<file path="config.mk">
export PLATFORM = sky130hd
export DESIGN_NAME = stride_addr_counter
export DESIGN_NICKNAME = d
export VERILOG_FILES = /design/src/rtl/stride_addr_counter.sv
export SDC_FILE = /design/constraint.sdc
export NUM_CORES = 1
export LEC_CHECK = 0
export ABC_AREA = 1
export CAP_MARGIN = 20
export CORE_MARGIN = 2
export CORE_UTILIZATION = 31
export DETAILED_ROUTE_END_ITERATION = 6
export PLACE_DENSITY_LB_ADDON = 0.25
export REMOVE_ABC_BUFFERS = 1
export SETUP_SLACK_MARGIN = 0.02
export SYNTH_ARGS = -nofsm -noshare
export SYNTH_HDL_FRONTEND = slang
export SYNTH_SLANG_ARGS = --single-unit
export TNS_END_PERCENT = 50
</file>
<file path="constraint.sdc">
create_clock -name clk -period 2 [get_ports clk]
set_input_delay 0.2 -clock clk [delete_from_list [all_inputs] [get_ports clk]]
set_output_delay 0.2 -clock clk [all_outputs]
set_load 0.05 [all_outputs]
</file>
<file path="src/rtl/stride_addr_counter.sv">
// Two-level strided address generator: addr = base + outer*pitch + inner*stride, paced by
// valid/ready. Optional early termination via abort_i when STRIDE_ADDR_COUNTER_ABORT_EN is defined.
module stride_addr_counter #(
  parameter int unsigned ADDR_WIDTH = 16,
  parameter int unsigned CNT_WIDTH  = 8
) (
  input  logic                  clk,
  input  logic                  rst_n,
  input  logic                  start_i,
  input  logic [ADDR_WIDTH-1:0] cfg_base_i,
  input  logic [ADDR_WIDTH-1:0] cfg_stride_i,
  input  logic [ADDR_WIDTH-1:0] cfg_pitch_i,
  input  logic [CNT_WIDTH-1:0]  cfg_inner_cnt_i,
  input  logic [CNT_WIDTH-1:0]  cfg_outer_cnt_i,
  input  logic                  ready_i,
  output logic                  valid_o,
  output logic [ADDR_WIDTH-1:0] addr_o,
  output logic [CNT_WIDTH-1:0]  inner_idx_o,
  output logic [CNT_WIDTH-1:0]  outer_idx_o,
  output logic                  last_inner_o,
  output logic                  last_o,
  output logic                  busy_o,
  output logic                  done_o
`ifdef STRIDE_ADDR_COUNTER_ABORT_EN
  ,
  input  logic                  abort_i
`endif
);

  localparam logic [CNT_WIDTH-1:0] CntOne  = 1;
  localparam logic [CNT_WIDTH-1:0] CntZero = '0;

  typedef enum logic [1:0] {
    StIdle,
    StRun,
    StDone
  } state_e;

  state_e                r_state, w_state_d;
  logic [ADDR_WIDTH-1:0] r_row_base, w_row_base_d;
  logic [ADDR_WIDTH-1:0] r_addr, w_addr_d;
  logic [ADDR_WIDTH-1:0] r_stride, w_stride_d;
  logic [ADDR_WIDTH-1:0] r_pitch, w_pitch_d;
  logic [CNT_WIDTH-1:0]  r_inner_cnt, w_inner_cnt_d;
  logic [CNT_WIDTH-1:0]  r_outer_cnt, w_outer_cnt_d;
  logic [CNT_WIDTH-1:0]  r_inner_idx, w_inner_idx_d;
  logic [CNT_WIDTH-1:0]  r_outer_idx, w_outer_idx_d;

  logic w_valid, w_xfer, w_last_inner, w_last, w_abort;

`ifdef STRIDE_ADDR_COUNTER_ABORT_EN
  assign w_abort = abort_i;
`else
  assign w_abort = 1'b0;
`endif

  // Flags decode registered state only, so nothing here depends on ready_i or start_i.
  assign w_valid      = (r_state == StRun);
  assign w_last_inner = w_valid && (r_inner_idx == (r_inner_cnt - CntOne));
  assign w_last       = w_last_inner && (r_outer_idx == (r_outer_cnt - CntOne));
  assign w_xfer       = w_valid && ready_i;

  assign valid_o      = w_valid;
  assign addr_o       = r_addr;
  assign inner_idx_o  = r_inner_idx;
  assign outer_idx_o  = r_outer_idx;
  assign last_inner_o = w_last_inner;
  assign last_o       = w_last;
  assign busy_o       = (r_state == StRun) || (r_state == StDone);
  assign done_o       = (r_state == StDone);

  always_comb begin
    w_state_d     = r_state;
    w_row_base_d  = r_row_base;
    w_addr_d      = r_addr;
    w_stride_d    = r_stride;
    w_pitch_d     = r_pitch;
    w_inner_cnt_d = r_inner_cnt;
    w_outer_cnt_d = r_outer_cnt;
    w_inner_idx_d = r_inner_idx;
    w_outer_idx_d = r_outer_idx;

    unique case (r_state)
      StIdle: begin
        if (start_i) begin
          w_row_base_d  = cfg_base_i;
          w_addr_d      = cfg_base_i;
          w_stride_d    = cfg_stride_i;
          w_pitch_d     = cfg_pitch_i;
          w_inner_cnt_d = cfg_inner_cnt_i;
          w_outer_cnt_d = cfg_outer_cnt_i;
          w_inner_idx_d = CntZero;
          w_outer_idx_d = CntZero;
          if ((cfg_inner_cnt_i == CntZero) || (cfg_outer_cnt_i == CntZero)) begin
            w_state_d = StDone;
          end else begin
            w_state_d = StRun;
          end
        end
      end
      StRun: begin
        if (w_xfer) begin
          if (w_last) begin
            w_state_d = StDone;
          end else if (w_last_inner) begin
            // Jump straight to the next row base so row boundaries cost no bubble.
            w_inner_idx_d = CntZero;
            w_outer_idx_d = r_outer_idx + CntOne;
            w_row_base_d  = r_row_base + r_pitch;
            w_addr_d      = r_row_base + r_pitch;
          end else begin
            w_inner_idx_d = r_inner_idx + CntOne;
            w_addr_d      = r_addr + r_stride;
          end
        end
        if (w_abort) begin
          w_state_d = StDone;
        end
      end
      StDone: begin
        w_state_d = StIdle;
      end
      default: begin
        w_state_d = StIdle;
      end
    endcase
  end

  always_ff @(posedge clk) begin
    if (!rst_n) begin
      r_state     <= StIdle;
      r_row_base  <= '0;
      r_addr      <= '0;
      r_stride    <= '0;
      r_pitch     <= '0;
      r_inner_cnt <= '0;
      r_outer_cnt <= '0;
      r_inner_idx <= '0;
      r_outer_idx <= '0;
    end else begin
      r_state     <= w_state_d;
      r_row_base  <= w_row_base_d;
      r_addr      <= w_addr_d;
      r_stride    <= w_stride_d;
      r_pitch     <= w_pitch_d;
      r_inner_cnt <= w_inner_cnt_d;
      r_outer_cnt <= w_outer_cnt_d;
      r_inner_idx <= w_inner_idx_d;
      r_outer_idx <= w_outer_idx_d;
    end
  end

endmodule

</file>
* After elaboration in Yosys (flattened, before gate mapping)
Index checks and enable logic that the tools add are counted.
** Storage, ports and cells
- Output and inout bits :: 37
- Input bits :: 68
- Logic and storage cells :: 60
- Bits in registers :: 98
** Cells by class
- Add/subtract/negate cells :: 6
- Reduce and logical (&&, ||, !) cells :: 13
- Multiplexer cells :: 23
- Eq/ne operators :: 9
** Operators with widths (count)
- $mux 16 :: 7
- $pmux 16 s2 :: 2
- $mux 8 :: 7
- $add 16x16->16 :: 2
- $pmux 8 s2 :: 2
- $add 8x1->8 const B :: 2
- $eq 8x8->1 :: 2
- $logic_not 8->1 :: 2
- $sub 8x1->8 const B :: 2
- $mux 2 :: 4
- $ne 2x2->1 const B :: 3
- $reduce_and 5->1 :: 1
- $ne 2x1->1 const B :: 2
- $pmux 2 s2 :: 1
- $reduce_and 4->1 :: 1
- $logic_and 1x1->1 :: 3
- $reduce_and 3->1 :: 1
- $eq 2x1->1 const B :: 1
- $eq 2x2->1 const B :: 1
- $logic_not 2->1 :: 1
- $logic_or 1x1->1 :: 2
- $reduce_and 2->1 :: 1
- $reduce_bool 2->1 :: 1

* Longest topological paths before layout
- Depth after elaboration :: 7
- Depth in mapped cells :: 18

* Worst setup path after synthesis
OpenSTA, ideal clock, no wires.
- Kind :: register to output
- Start :: register r_state[1]
- End :: output port last_o
- Stages on the path, launching flop included :: 8
- Path slack :: -1.534 ns
- Buffers on the path :: 3
- Data required time :: 1.800 ns
- Arrival :: 3.334 ns
- Cell sequence :: dfxtp_1 > inv_1 > ha_1 > clkbuf_1 > clkinv_1 > clkbuf_1 > clkbuf_1 > nor4_1
** Between the ends
- Word-level cells in the longest chain between the ends :: 3
** Ends and longest elaborated chain
- from (decl) :: line 39 : state_e r_state, w_state_d;
- from (signal assigned) :: line 131 : r_state <= StIdle;
- from (signal assigned) :: line 141 : r_state <= w_state_d;
- $eq 2x1->1 :: line 58 : assign w_valid = (r_state == StRun);
- net valid_o :: line 16 : output logic valid_o,
- $logic_and 1x1->1 :: line 59 : assign w_last_inner = w_valid && (r_inner_idx == (r_inner_cnt - CntOne));
- $logic_and 1x1->1 :: line 60 : assign w_last = w_last_inner && (r_outer_idx == (r_outer_cnt - CntOne));
- to (decl) :: line 21 : output logic last_o,
The timed path passes the listed nets, and every way through them passes these cells.

* Worst setup path in the final report
- Start :: register r_inner_cnt[1]
- End :: output port last_o
** Between the ends
- Word-level cells in the longest chain between the ends :: 4
** Ends and longest elaborated chain
- from (decl) :: line 44 : logic [CNT_WIDTH-1:0] r_inner_cnt, w_inner_cnt_d;
- from (signal assigned) :: line 146 : r_inner_cnt <= w_inner_cnt_d;
- $sub 8x1->8 :: line 59
- $eq 8x8->1 :: line 59
- $logic_and 1x1->1 :: line 59
- $logic_and 1x1->1 :: line 60
Every way passes these cells.

==> impl_metrics.json <==
{
  "result_of_the_run": "finished with violations",
  "hold_viol_final": 0,
  "drv_slew": 0,
  "pin_count_of_the_biggest_net_entering_global_routing": 41,
  "fmaxAchievable_mhz": 426.0,
  "required_ps": 1800,
  "timing.critical_path.to": "last_o",
  "synthCells": 1111,
  "number_of_enable_type_register_cells_in_the_synthesized_netlist": 0,
  "area_taken_by_multi_input_logic_gates_um2": 4735,
  "firstDrtPassIters": 4,
  "yosys_register_bits": 98,
  "gp_congestion": 0.9111,
  "ff2ff_path_depth": 13,
  "synth-adder-area-share_pct": 7.298,
  "drive_above_1_share_pct": 22.04,
  "globalRoute.totalOverflow": 0,
  "routed_via_density": 4.698,
  "place.detailed.hpwl_um": 16290,
  "grt_antenna_before_repair": 0,
  "final_core_area_utilization_pct": 45.56,
  "post-synth-top-area-fraction_pct": 28.47,
  "final_cell_area_um2": 9942,
  "critical_path_peak_fanout": 2,
  "totalWireLength_um": 22000,
  "worst_setup_path_startpoint": "r_inner_cnt[1]",
  "synth-main-ff-cell": "dfxtp_1",
  "synth_cell_types": 41,
  "final_common_cell": "nand2_1",
  "cts-buffers-inserted": 9,
  "seqCellArea_um2": 1971,
  "mappedNetlistArea_um2": 6892,
  "reg2reg_to": "inner_idx_o[7]",
  "synth.yosys.warnings": 0,
  "rrSetupSlack_ps": -160,
  "clkLatencyLatePin_ps": 360,
  "failed_checks": "negative setup slack",
  "route.antenna.remaining_nets": 0,
  "synth_largest_area_cell": "dfxtp_1",
  "worst_setup_slack_after_placement_ps": -152.4,
  "ctsLongestPathBuffers": 2,
  "clkSinkCount": 98,
  "whs_ps": 350.3,
  "clk_pin_slew_ps": 70,
  "finalWorstSetupSlack_ps": -347.3,
  "holdCritPathClass": "in -> reg",
  "vias": 7456,
  "worstHoldStart": "rst_n",
  "cts_tree": "built",
  "core_area_um2": 21820,
  "flow.area_growth_from_synthesis_pct": 44.26,
  "post_synth_and_or_nand_nor_area_fraction_pct": 37.38,
  "slew_worst_pin_ps": 560.0,
  "max_cap_violations": 0,
  "clock_tree.root_cell": "clkbuf_16",
  "grt_setup_unrepaired": "true",
  "timing.max_slew.rel_slack_pct": 62.66,
  "drtIter0Drc": 305,
  "synthXorXnorAreaFrac_pct": 4.956,
  "setup_viol": 48,
  "combinational_family_with_the_most_area_after_synthesis": "simple AND/OR/NAND/NOR gates",
  "cts_hold_buffers": 0,
  "grt_use_total_pct": 18.82,
  "synth_compound_gate_area_share_pct": 12.42,
  "antenna_cells": 0,
  "worst_setup_path_end_kind": "primary output",
  "critPathKind": "reg -> out",
  "total_number_of_h_tree_levels": 3,
  "worstPathArrival_ps": 2150,
  "io-pin-count": 105,
  "final.period_utilization_pct": 117.4,
  "number_of_rows_created_at_floorplan": 54,
  "grt_pass1_wl_um": 35800,
  "regToRegStartpoint": "r_outer_cnt[1]",
  "syn_avg_cell_area_um2": 6.203,
  "placed_cell_area_um2": 8885,
  "final_nets": 1409,
  "chipHeight_um": 153.1,
  "synth.area.mux_share_pct": 0,
  "final.fill_count": 2257,
  "synthArstFlopShare_pct": 0,
  "finish.cell_count_without_fillers": 1587,
  "grt_pass1_vias": 7340,
  "post-place-cells": 1549,
  "floorplan.initialDensity_pct": 31.58,
  "layout.cells.most_common_list": "nand2_1, nor2_1, inv_1, buf_4, clkdlybuf4s50_1",
  "place.port_buffers": 104,
  "cellLeakagePower_nw": 4.684,
  "remaining_drc_errors": 0,
  "post_synth_main_area_contributors": "dfxtp_1, nand2_1, nor2_1",
  "die-width_um": 153.1,
  "pwr_density_cell_nw_per_um2": 1462,
  "totalPowerFinal_mw": 14.53,
  "vdd_drop_max_v": 0.0007760,
  "drt-wirelength-per-cell_um": 13.86,
  "worst_setup_path_start_kind": "register",
  "synth.yosys.seq_area_share_pct": 28.47,
  "fp.dieArea_um2": 23440,
  "summed_negative_setup_slack_over_all_endpoints_ps": -5165,
  "finClkSkew_ps": 10.06,
  "finalWorstPathRequiredPeriod_ps": 2347
}
## logic make-up (layout without fill, tap and decap cells)
logic type	Yosys count	in the layout
and+or+nand+nor	619	619
DFF	98	98
AOI/OAI and AO/OA	155	155
buffers and inverters	161	357
adders and majority gates	39	39
xor gates and xnor gates	39	39
## timing repair
item	4_1_cts	5_1_grt
resized for setup	82	97
pin swaps	23	34
buffers inserted	14	9
gates cloned	7	0
setup endpoints to repair	52	54
## worst min-delay path by stage
stage,end,cells after the start
finish,r_row_base[15],3
global route,inner_idx_o[1],3
detailed placement,r_inner_cnt[1],2
CTS,r_row_base[3],3
global placement,r_inner_cnt[1],2
floorplan,r_row_base[0],2
## registers in the layout, indices dropped and copies added, names as in the netlist
| signal | count |
|---|---|
| outer_idx_o | 8 |
| r_inner_cnt | 8 |
| r_row_base | 16 |
| inner_idx_o | 8 |
| r_state | 2 |
| r_stride | 16 |
| r_pitch | 16 |
| addr_o | 16 |
| r_outer_cnt | 8 |
## synthesized netlist by cell type (all sizes together), types with 13 or more instances
cell type  number
a21oi          62
nand3          69
ha             37
xor2           18
nand4          15
nor2          196
clkbuf         27
dfxtp          98
buf            13
xnor2          21
inv           119
o21ai          74
nand2         312
## layer usage
| layer | track usage (%) | up-vias | routed length, um |
|---|---|---|---|
| met5 | 0 | - | 0 |
| met2 | 34.29 | 135 | 10860 |
| li1 | - | 3912 | - |
| met4 | 4.101 | 0 | 348 |
| met1 | 23.06 | 3383 | 10090 |
| met3 | 3.346 | 26 | 698 |
## layout make-up
class / instances / share of cell area, %
Clock buffer: 13 / 2.819
Clock inverter: 3 / 0.2139
Inverter: 121 / 4.606
Multi-Input combinational cell: 852 / 47.62
Sequential cell: 98 / 19.82
Tap cell: 280 / 3.524
Timing Repair Buffer: 219 / 21.32
Timing Repair inverter: 1 / 0.07551
## report_power, final
part	internal (mW)	leakage [nW]	total, mW	switching [mW]
sequential	2.56	0.811	2.99	0.435
clock	0.983	0.148	1.81	0.823
combinational	4.03	3.72	9.73	5.70
total	7.57	4.68	14.5	6.96
## critical path, stage by stage, from the launching register on
cell and delay, ps:
dfxtp_2 330, inv_2 50, ha_4 270, xor2_2 150
buf_4 140, nand3_4 70, nor2_4 130, nand3_2 120
nor4_2 240, buf_4 170, buf_12 130
Note: power is estimated with default switching activity, not from simulation.
